<file path="config.mk">
export PLATFORM = sky130hd
export DESIGN_NAME = kernel_share_arb
export DESIGN_NICKNAME = d
export VERILOG_FILES = /design/src/rtl/kernel_share_arb.sv
export SDC_FILE = /design/constraint.sdc
export NUM_CORES = 1
export LEC_CHECK = 0
export ABC_AREA = 1
export CORE_MARGIN = 5
export CORE_UTILIZATION = 36
export CTS_CLUSTER_DIAMETER = 80
export DETAILED_ROUTE_END_ITERATION = 16
export PLACE_DENSITY_LB_ADDON = 0.12
export SLEW_MARGIN = 20
export SYNTH_ARGS = -nofsm -noshare
export SYNTH_HDL_FRONTEND = slang
export SYNTH_SLANG_ARGS = --single-unit
</file>
<file path="constraint.sdc">
create_clock -name clk -period 2.8 [get_ports clk]
set_input_delay 0.56 -clock clk [delete_from_list [all_inputs] [get_ports clk]]
set_output_delay 0.56 -clock clk [all_outputs]
set_load 0.02 [all_outputs]
</file>
<file path="src/rtl/kernel_share_arb.sv">
// Round-robin burst arbiter sharing one valid/ready kernel between NREQ streams,
// with a tag FIFO routing kernel outputs back. Optional counters: KSHARE_STATS_EN.
module kernel_share_arb #(
    parameter int STREAMW = 34,
    parameter int NREQ    = 2,
    parameter int BURST   = 8,
    parameter int TAGD    = 16
) (
    input  logic                       clk,
    input  logic                       rst,
    input  logic [NREQ-1:0]            req_valid,
    input  logic [NREQ*STREAMW-1:0]    req_data,
    output logic [NREQ-1:0]            req_ready,
    output logic                       k_ivalid,
    output logic [STREAMW-1:0]         k_idata,
    input  logic                       k_iready,
    input  logic                       k_ovalid,
    input  logic [STREAMW-1:0]         k_odata,
    output logic                       k_oready,
    output logic [NREQ-1:0]            rsp_valid,
    output logic [STREAMW-1:0]         rsp_data,
    input  logic [NREQ-1:0]            rsp_ready,
    output logic                       busy,
    output logic [$clog2(TAGD+1)-1:0]  inflight,
    output logic                       err_orphan,
    output logic [NREQ*16-1:0]         stat_issued
);

    localparam int IDW = (NREQ > 1) ? $clog2(NREQ) : 1;
    localparam int PW  = $clog2(TAGD);
    localparam int CW  = $clog2(TAGD + 1);
    localparam int BW  = 8;

    typedef enum logic [0:0] {
        IDLE   = 1'b0,
        LOCKED = 1'b1
    } state_t;

    state_t           state;
    state_t           state_nxt;
    logic [IDW-1:0]   grant;
    logic [IDW-1:0]   grant_nxt;
    logic [IDW-1:0]   rr_ptr;
    logic [IDW-1:0]   rr_ptr_nxt;
    logic [IDW-1:0]   grant_inc;
    logic [BW-1:0]    burst_cnt;
    logic [BW-1:0]    burst_cnt_nxt;

    logic             scan_found;
    logic [IDW-1:0]   scan_pick;

    logic [STREAMW-1:0] req_word [NREQ];

    logic [IDW-1:0]   tag_mem [TAGD];
    logic [PW-1:0]    wr_ptr;
    logic [PW-1:0]    rd_ptr;
    logic [CW-1:0]    count;
    logic             full;
    logic             empty;
    logic             issue;
    logic             pop;
    logic [IDW-1:0]   head;

    for (genvar g = 0; g < NREQ; g++) begin : g_slice
        assign req_word[g] = req_data[g*STREAMW +: STREAMW];
    end

    assign grant_inc = (grant == IDW'(NREQ - 1)) ? '0 : grant + 1'b1;

    // Round-robin scan: walk offsets downward so the nearest valid requester
    // at or after rr_ptr is the last (winning) assignment.
    always_comb begin
        int idx;
        scan_found = 1'b0;
        scan_pick  = '0;
        idx        = 0;
        for (int k = NREQ - 1; k >= 0; k--) begin
            idx = int'(rr_ptr) + k;
            if (idx >= NREQ) idx = idx - NREQ;
            if (req_valid[idx]) begin
                scan_found = 1'b1;
                scan_pick  = IDW'(idx);
            end
        end
    end

    // Grant FSM and issue path
    always_comb begin
        state_nxt     = state;
        grant_nxt     = grant;
        rr_ptr_nxt    = rr_ptr;
        burst_cnt_nxt = burst_cnt;
        req_ready     = '0;
        k_ivalid      = 1'b0;
        k_idata       = req_word[grant];
        issue         = 1'b0;
        case (state)
            IDLE: begin
                if (scan_found) begin
                    state_nxt     = LOCKED;
                    grant_nxt     = scan_pick;
                    burst_cnt_nxt = '0;
                end
            end
            LOCKED: begin
                k_ivalid         = req_valid[grant] & ~full;
                req_ready[grant] = k_iready & ~full;
                issue            = req_valid[grant] & k_iready & ~full;
                if (!req_valid[grant]) begin
                    state_nxt  = IDLE;
                    rr_ptr_nxt = grant_inc;
                end else if (issue) begin
                    burst_cnt_nxt = burst_cnt + 1'b1;
                    if (burst_cnt == BW'(BURST - 1)) begin
                        state_nxt  = IDLE;
                        rr_ptr_nxt = grant_inc;
                    end
                end
            end
            default: begin
                state_nxt = IDLE;
            end
        endcase
    end

    always_ff @(posedge clk) begin
        if (rst) begin
            state     <= IDLE;
            grant     <= '0;
            rr_ptr    <= '0;
            burst_cnt <= '0;
        end else begin
            state     <= state_nxt;
            grant     <= grant_nxt;
            rr_ptr    <= rr_ptr_nxt;
            burst_cnt <= burst_cnt_nxt;
        end
    end

    // Tag FIFO: full is judged on the registered count, so a same-cycle pop
    // never makes room for a push.
    assign full  = (count == CW'(TAGD));
    assign empty = (count == '0);
    assign head  = tag_mem[rd_ptr];
    assign pop   = k_ovalid & k_oready;

    always_ff @(posedge clk) begin
        if (issue) tag_mem[wr_ptr] <= grant;
    end

    always_ff @(posedge clk) begin
        if (rst) begin
            wr_ptr     <= '0;
            rd_ptr     <= '0;
            count      <= '0;
            err_orphan <= 1'b0;
        end else begin
            if (issue) wr_ptr <= wr_ptr + 1'b1;
            if (pop)   rd_ptr <= rd_ptr + 1'b1;
            if (issue && !pop) begin
                count <= count + 1'b1;
            end else if (!issue && pop) begin
                count <= count - 1'b1;
            end
            if (k_ovalid && empty) err_orphan <= 1'b1;
        end
    end

    // Return path routed by the oldest outstanding tag
    always_comb begin
        rsp_valid = '0;
        k_oready  = ~empty & rsp_ready[head];
        if (!empty) rsp_valid[head] = k_ovalid;
    end

    assign rsp_data = k_odata;
    assign busy     = (state == LOCKED) | ~empty;
    assign inflight = count;

`ifdef KSHARE_STATS_EN
    logic [15:0] stat_cnt [NREQ];

    always_ff @(posedge clk) begin
        if (rst) begin
            for (int i = 0; i < NREQ; i++) stat_cnt[i] <= '0;
        end else if (issue) begin
            stat_cnt[grant] <= stat_cnt[grant] + 16'd1;
        end
    end

    for (genvar g = 0; g < NREQ; g++) begin : g_stat
        assign stat_issued[g*16 +: 16] = stat_cnt[g];
    end
`else
    assign stat_issued = '0;
`endif

endmodule
</file>
# Yosys cells after proc, flatten, opt, wreduce, memory -nomap -nowiden
# Memories as Yosys holds them, arrays and structs flattened. A register that Yosys moved wholly into a read port is not among the register bits.
# Index checks and enable logic that the tools add are counted.
[totals] reg_bits=25 ramBits=16 inputBits=110 output_inout_bits=113 wordCells=105 memories=1
[memory_table] name="tag_mem" depth=16 width=1 rd=1 rd_ports_with_merged_regs=1 wr=1 line_no="54" rtl="logic [IDW-1:0] tag_mem [TAGD];"
[op_classes] add_sub_neg=9 order_cmp=9 n_eq_ne=7 mux=46 n_bitwise=13 reduce_logical=12
[ops] op="$mux 34" count=3
[ops] op="$lt 32x3->1 const B" count=2
[ops] op="$mux 32" count=2
[ops] op="$mux 1" count=28
[ops] op="$mux 8" count=3
[ops] op="$pmux 8 s2" count=1
[ops] op="$mux 5" count=2
[ops] op="$add 4x1->4 const B" count=2
[ops] op="$add 8x1->8 const B" count=1
[ops] op="$eq 8x3->1 const B" count=1
[ops] op="$mux 4" count=2
[ops] op="$ne 2x1->1 const B" count=4
[ops] op="$and 1x1->1" count=6
[ops] op="$reduce_and 3->1" count=2
[ops] op="$add 5x1->5 const B" count=1
[ops] op="$eq 5x5->1 const B" count=1
[ops] op="$logic_and 1x1->1" count=5
[ops] op="$logic_not 5->1" count=1
[ops] op="$sub 5x1->5 const B" count=1
[ops] op="$and 2x2->2" count=2
[ops] op="$ge 2x2->1 const B" count=2
[ops] op="$lt 1x2->1 const B" count=2
[ops] op="$mux 2" count=2
[ops] op="$not 1->1" count=3
[ops] op="14 further kinds" count=17

# Logic depth before layout (Yosys ltp)
# Gate-level depths: netlist (run 1).
[logic_depth] word_depth=10 mapped_depth=18 ltp_nobuf=17

# Worst setup path before layout (run 1)
# OpenSTA, ideal clock, no wires.
[synth_timing] kind="register to register" from="register grant" to="register count[3], in the netlist inflight[3]" setup_ps=115 arrival_ps=2364 required_ps=2685 slack_ps=321 stages_incl_launch_ff=15 n_path_buf=1 synth_period_minus_slack_ps=2479 path_cell_list="dfxtp_1 > buf_4 > or2_1 > o21ai_2 > inv_2 > nand2_4 > nor2_8 > ha_1 > inv_1 > ha_1 > a21o_1 > a31oi_1 > xnor2_1 > o21ai_0 > inv_1"
[synth_via] elab_chain_len=8 elab_cells_between_ends=10 cone_classes="mux (4); bitwise (2); reduce/logical (4)"
[synth_rtl] element="from (decl)" line_no="41" rtl="logic [IDW-1:0] grant;"
[synth_rtl] element="from (signal assigned)" line_no="134" rtl="grant <= grant_nxt;"
[synth_rtl] element="$mux 1 (implied by the code) (*) (2 in a row)" line_no="108" rtl="issue = req_valid[grant] & k_iready & ~full;"
[synth_rtl] element="$and 1x1->1 (*) (2 in a row)" line_no="108"
[synth_rtl] element="$mux 1 (*)" line_no="97" rtl="case (state)"
[synth_rtl] element="net issue" line_no="60" rtl="logic issue;"
[synth_rtl] element="$logic_not 1->1" line_no="162" rtl="end else if (!issue && pop) begin"
[synth_rtl] element="$logic_and 1x1->1" line_no="162"
[synth_rtl] element="$reduce_bool 2->1 (no line)"
[synth_rtl] element="to (signal assigned)" line_no="161" rtl="count <= count + 1'b1;"
[synth_rtl] element="to (signal assigned)" line_no="163" rtl="count <= count - 1'b1;"
[synth_rtl] element="to (decl)" line_no="57" rtl="logic [CW-1:0] count;"
# Mark *: on every way through the listed nets, which the timed path passes. The rest lies on a longest branch. The select of a mux whose other input is x is not followed.
# A chain may end at the register's enable or synchronous reset.

# Worst setup path in the final report (run 1)
[layout_timing] from="input req_valid[0]" to="output k_ivalid"
[layout_via] elab_chain_len=4
[layout_rtl] element="from (decl)" line_no="11" rtl="input logic [NREQ-1:0] req_valid,"
[layout_rtl] element="$mux 1 (implied by the code) (2 in a row)" line_no="106" rtl="k_ivalid = req_valid[grant] & ~full;"
[layout_rtl] element="$and 1x1->1" line_no="106"
[layout_rtl] element="$mux 1" line_no="97"
[layout_rtl] element="to (decl)" line_no="14" rtl="output logic k_ivalid,"
# No other way between the ends. The select of a mux whose other input is x is not followed.

==> impl_results.md, run 1 <==
- Boundary Pins: 223
- Most area-consuming cells after synthesis: nand2_1, dfxtp_1, buf_4, edfxtp_1, inv_1
- Hold slack final: 0.4673 ns
- DP Wirelength: 7462 um
- Status: finished clean
- Yosys warnings: 0
- Worst hold start: rr_ptr
- # Max-Cap Violations: 0
- Sequential element share of the synthesized area: 32.62%
- Layout Skew: 0.007479 ns
- Hold Path Class: flop to flop
- CTS tree: built
- Die Height: 105.1 um
- Worst Setup Path Type: primary input to primary output
- Met2 WL post-DR: 4391 um
- Die footprint: 11040 um2
- PortBufs: 122
- Worst setup margin: 0.1393 ns
- Power Dens Cells: 661.1 nW/um2
- Share of layout cells above drive strength 1: 8.127%
- Flip-flop and latch count after synthesis: 45
- Total power: 2.948 mW
- Nets: 686
- CP Max Fanout: 2
- Min cycle time layout: 2.661 ns
- Count leader, synth: nand2_1
- H-tree Lvls: 2
- Aggregate routed wire length: 8919 um
- Max clock buf depth: 2
- CTS Buf Count: 5
- FMAX: 375.8 MHz
- EDFF count, synth: 16
- Worst hold stages: 2
- Reg-to-reg endpoint: inflight[3]
- Core ar.: 8763 um2
- Pin count of the biggest net entering global routing: 31
- Vias in the first global route: 2873
- Setup crit start kind: primary input
- Max-slew violations: 0
- Drt wl/cell: 13.23 um
- CTS sink cnt: 45
- Initial DRC count: 112
- FFs w/ async S/R, synth: 0%
- Clock latency on the worst-skew pair: 0.30 ns
- Final Setup Violations: 0
- ANT cells: 0
- Final Hold Vio Count: 0
- Crit share post-route: 95.02%
- RePlAce Congestion: 0.8217
- Starting Density: 37.12%
- Met3 WL post-DR: 1094 um
- Hold EP: rr_ptr
- Pleak: 2.021 nW
- Post-route ant nets: 0
- Post-synth cell types: 36
- Crit path arrival time: 2.10 ns
- DR top layer: met4
- Critical Path RT: 2.24 ns
- Most used DFF post-synth: dfxtp_1
- Metal-1 WL: 3352 um
- Maximum vdd ir drop: 0.2976 mV
- Vias: 2926
- P&R area growth vs syn: 37.08%
- Synth top area share: 19.15%
- Worst slack, placed: -0.04205 ns
- Die W: 105.1 um
- Root Buffer: clkbuf_8
- Post-synth top area cell: nand2_1
- Crit end category: primary output
- Initial antenna violation count: 0
- Rows: 34
- RSZ-0062 raised after global routing: false
- Clock Pin Slew Worst Setup and Hold Paths: 0.08 ns
- Synthesized area per cell: 6.966 um2
- Flop2flop setup slack: 0.31 ns
- First-pass GRT wire length: 14290 um
- Post-synth top cells: nand2_1, buf_4, inv_1
- Via density: 4.341
- Syn Inst Count: 467
- DR pass1 iterations: 4
- Reg2reg path depth: 18
- GRT Residual Overflow: 0
- Mapped Area: 3253 um2
- GRT Total Usage: 15.81%
- Residual DRC count: 0
[cell families after synthesis]
| group | share of synthesized area [%] |
|---|---|
| other cells | 0.1153 |
| fa+ha+maj | 4.462 |
| simple gates | 31.73 |
| compound gates | 6.154 |
| buf+inv | 22.23 |
| xor+xnor | 2.692 |
| flops | 32.62 |
[registers in the layout, summed over array words and instances, names as in the netlist, named ones only]
register and count:
state 1, inflight 5, err_orphan 1, rr_ptr 1, rd_ptr 4, grant 1
wr_ptr 4, tag_mem 16, burst_cnt 8
[worst max-delay path by stage]
stage	start	end	slack, ns	cells after the start
6_report	req_valid[0]	k_ivalid	0.14	7
5_1_grt	flop	inflight[4]	0.02	18
3_3_place_gp	req_valid[0]	inflight[3]	0.01	14
2_1_floorplan	grant	inflight[3]	0.32	14
3_5_place_dp	req_valid[0]	inflight[3]	-0.04	14
4_1_cts	req_valid[0]	k_ivalid	0.12	7
[worst max-delay path, cell delays in order]
cell and delay (ns):
clkdlybuf4s50_1 0.47, or2_1 0.11, o21ai_2 0.05, inv_2 0.07
nand2_4 0.06, a21oi_1 0.12, clkdlybuf4s50_1 0.64
[power by group]
part / total, mW / switching (mW) / internal (mW)
logic: 1.51 / 0.830 / 0.676
registers: 0.853 / 0.0895 / 0.763
clock network: 0.590 / 0.231 / 0.359
[placed cells by master (no fill, tap or decap), drive strengths merged, types with 2 or more instances in the layout]
| master | n |
|---|---|
| a211oi | 2 |
| a21o | 2 |
| a21oi | 21 |
| a31oi | 2 |
| buf | 16 |
| bufinv | 2 |
| clkbuf | 5 |
| clkdlybuf4s50 | 121 |
| conb | 32 |
| dfxtp | 29 |
| edfxtp | 16 |
| ha | 10 |
| inv | 45 |
| nand2 | 170 |
| nand3 | 16 |
| nand4 | 5 |
| nor2 | 41 |
| nor3 | 8 |
| o21ai | 9 |
| xor2 | 9 |
[routing by layer]
layer  vias up  GRT usage, %
li1       1550             -
met1      1248         17.21
met2       122         27.20
met3         6         8.508
met4         0         3.379
met5         -             0
[metrics by stage]
| stage | utilization [%] | TNS [ns] | instances | cell area (um2) |
|---|---|---|---|---|
| after detailed placement | 49.13 | -0.05813 | 666 | 4305 |
| final | 50.89 | 0 | 674 | 4459 |
| after floorplan | - | 0 | 498 | 3369 |
| after global routing | 50.89 | 0 | 674 | 4459 |
| after CTS | 50.69 | 0 | 674 | 4442 |
| after global placement | 49.13 | 0 | 666 | 4305 |
[timing repair]
item                                    CTS  global route
hold buffers                              0             0
cloned                                    0             0
gates resized for setup                   1             5
endpoints found under the setup margin    1             3
setup buffers                             0             0
pin swaps                                 0             0
[cell type report]
cell class                      count  area, um2
Inverter                           44      170.2
Sequential cell                    45       1062
Multi-Input combinational cell    331       1602
Clock inverter                      3      68.82
Tap cell                          108      135.1
Timing Repair Buffer              138       1353
Fill cell                         888       4304
Clock buffer                        5      68.82
(Power assumes the default switching activity.)
==> run 2: changes to the inputs <==
--- a/config.mk
+++ b/config.mk
@@ -6,11 +6,14 @@
 export NUM_CORES = 1
 export LEC_CHECK = 0
 export ABC_AREA = 1
+export CELL_PAD_IN_SITES_DETAIL_PLACEMENT = 1
+export CELL_PAD_IN_SITES_GLOBAL_PLACEMENT = 2
 export CORE_MARGIN = 5
-export CORE_UTILIZATION = 36
+export CORE_UTILIZATION = 17
 export CTS_CLUSTER_DIAMETER = 80
 export DETAILED_ROUTE_END_ITERATION = 16
 export PLACE_DENSITY_LB_ADDON = 0.12
+export SETUP_SLACK_MARGIN = 0.15
 export SLEW_MARGIN = 20
 export SYNTH_ARGS = -nofsm -noshare
 export SYNTH_HDL_FRONTEND = slang
==> run 2 against run 1 <==
Against the previous run: final cell count up 19%; die area up 99%; critical endpoint is now busy; sequential power down 0.7%; non-clock buffer count up 3; critical path depth down 1.
==> impl_results.md, run 2 (synthesized netlist as in run 1, its figures left out) <==
- Status: finished clean (unchanged)
- Fill count: 2276 (was 888)
- Cts-stage hold buffer count: 0 (unchanged)
- Drt wl/cell: 13.82 um (was 13.23 um)
- Flip-flop count of the largest register after layout: 16 (unchanged)
- Clock latency on the worst-skew pair: 0.29 ns (was 0.30 ns)
- Residual DRC count: 0 (unchanged)
- Net Sw Power: 1.239 mW (was 1.150 mW)
- Die footprint: 22000 um2 (was 11040 um2)
- DP Wirelength: 9298 um (was 7462 um)
- RePlAce Congestion: 0.6995 (was 0.8217)
- Maximum vdd ir drop: 0.2504 mV (was 0.2976 mV)
- Comb pwr share: 51.3% (was 51.1%)
- Initial DRC count: 59 (was 112)
- Commonest non-fill, non-tap cells in the layout: nand2_1, clkdlybuf4s50_1, inv_1, nor2_1, conb_1 (unchanged)
- CTS tree: built (unchanged)
- Max clock buf depth: 2 (unchanged)
- Hold Path Class: flop to flop (unchanged)
- Initial antenna violation count: 0 (unchanged)
- Root Buffer: clkbuf_16 (was clkbuf_8)
- GRT Residual Overflow: 0 (unchanged)
- Min cycle time layout: 2.498 ns (was 2.661 ns)
- Switching Fraction: 38.91% (was 39.00%)
- Int Power: 1.945 mW (was 1.798 mW)
- Max stage delay on crit path: 0.56 ns (was 0.64 ns)
- Max-slew violations: 0 (unchanged)
- GRT Total Usage: 10.05% (was 15.81%)
- Hold slack final: 0.4665 ns (was 0.4673 ns)
- Vias in the first global route: 3432 (was 2873)
- Layout Skew: 0.009066 ns (was 0.007479 ns)
- Share of layout cells above drive strength 1: 9.139% (was 8.127%)
- Via density: 3.758 (was 4.341)
- Post-route ant nets: 0 (unchanged)
- CTS sink cnt: 45 (unchanged)
- First-pass GRT wire length: 17710 um (was 14290 um)
- Most common cell after layout, fill and taps aside: nand2_1 (unchanged)
- Starting Density: 17.33% (was 37.12%)
- Sequential power share: 26.6% (was 28.9%)
- Core ar.: 18770 um2 (was 8763 um2)
- CP Max Fanout: 3 (was 2)
- Worst path cell trace: inv_1 -> nand3_1 -> nor2_1 -> buf_4 -> nand2_1 -> clkdlybuf4s50_1 (was clkdlybuf4s50_1 -> or2_1 -> o21ai_2 -> inv_2 -> nand2_4 -> a21oi_1 -> clkdlybuf4s50_1)
- Vias: 3018 (was 2926)
- Clock network fraction of total power: 22.1% (was 20.0%)
- Setup crit start kind: flop (was primary input)
- Crit path from: inflight[3] (was req_valid[0])
- # Max-Cap Violations: 0 (unchanged)
- Critical Path RT: 2.24 ns (about the same)
- Crit share post-route: 89.22% (was 95.02%)
- P&R area growth vs syn: 45.73% (was 37.08%)
- Final Setup Violations: 0 (unchanged)
- Crit path arrival time: 1.94 ns (was 2.10 ns)
- Post-DP Area: 4491 um2 (was 4305 um2)
- Worst slack, placed: -0.1037 ns (was -0.04205 ns)
- ANT cells: 0 (unchanged)
- Final Hold Vio Count: 0 (unchanged)
- CP max-delay cell: clkdlybuf4s50_1 (unchanged)
- FMAX: 400.3 MHz (was 375.8 MHz)
- Pin count of the biggest net entering global routing: 52 (was 31)
- Biggest register: tag_mem (unchanged)
- Pleak: 2.086 nW (was 2.021 nW)
- Nets: 689 (was 686)
- Rows: 50 (was 34)
- Die Height: 148.3 um (was 105.1 um)
- Worst setup margin: 0.3019 ns (was 0.1393 ns)
- Die W: 148.3 um (was 105.1 um)
- Worst Setup Path Type: flop to primary output (was primary input to primary output)
- Worst hold start: rr_ptr (unchanged)
- DR pass1 iterations: 4 (unchanged)
- PortBufs: 122 (unchanged)
- Boundary Pins: 223 (unchanged)
- Crit end category: primary output (unchanged)
- Aggregate routed wire length: 11100 um (was 8919 um)
- Clock Pin Slew Worst Setup and Hold Paths: 0.07 ns (was 0.08 ns)
- H-tree Lvls: 2 (unchanged)
- RSZ-0062 raised after global routing: true (was false)
- Power Dens Cells: 671.5 nW/um2 (was 661.1 nW/um2)
- Final instance area: 4741 um2 (was 4459 um2)
- CTS Buf Count: 5 (unchanged)
-- run 2: cell types whose count changed in the layout (fill, tap and decap cells not counted), moves of 3 or more --
cell,previous run,this run
clkbuf_16,0,5
ha_1,10,7
clkbuf_8,5,1
dlygate4sd2_1,1,5
clkdlybuf4s50_1,121,116
ha_4,0,3
-- run 2: per-stage QoR --
step	TNS, ns	cells	total power, mW	util, %
after detailed placement	-0.1945	794	2.457	23.93
after global placement	-0.07150	794	2.447	23.93
final	0	803	3.183	25.26
after floorplan	0	498	1.831	-
after CTS	0	802	3.191	24.95
after global routing	0	803	3.431	25.26
-- run 2: timing repair --
item	4_1_cts	5_1_grt
buffers inserted	0	1
setup endpoints to repair	7	20
gates resized for setup	10	9
pin swaps	0	2
-- run 2: power by group through the flow --
stage / Combinational (mW) / Clock, mW / Sequential, mW
2_1_floorplan: 0.941 / 0 / 0.889
3_3_place_gp: 1.59 / 0 / 0.853
3_5_place_dp: 1.60 / 0 / 0.855
4_1_cts: 1.62 / 0.730 / 0.843
5_1_grt: 1.81 / 0.756 / 0.864
6_report: 1.63 / 0.703 / 0.847
-- run 2: worst paths after layout --
kind / slack [ns] / endpoint / cells past startpoint
max: 0.30 / busy / 6
min: 0.47 / rr_ptr / 2
min reg2reg: 0.47 / rr_ptr / 2
max reg2reg: 0.36 / inflight[4] / 18
-- run 2: worst max-delay path, delay by kind of cell (launching register included) --
kind                   cells  cell delay [ns]
buffers and inverters      3             0.83
AND/OR/NAND/NOR            3             0.45
flip-flops                 1             0.37
-- run 2: final cells by class --
type,instances,area (um2),share of cell area [%]
Timing Repair Buffer,141,1389,29.30
Tap cell,234,292.8,6.176
Multi-Input combinational cell,331,1648,34.76
Clock inverter,2,37.54,0.7918
Clock buffer,6,138.9,2.930
Sequential cell,45,1062,22.41
Inverter,44,172.7,3.642
-- run 2: per-layer routing --
layer / up-vias / GRT usage [%] / part of all wire (%)
met5: - / 0 / 0
met1: 1327 / 10.12 / 36
met4: 0 / 2.864 / 1.1
li1: 1557 / - / -
met3: 5 / 6.825 / 15
met2: 129 / 16.92 / 48
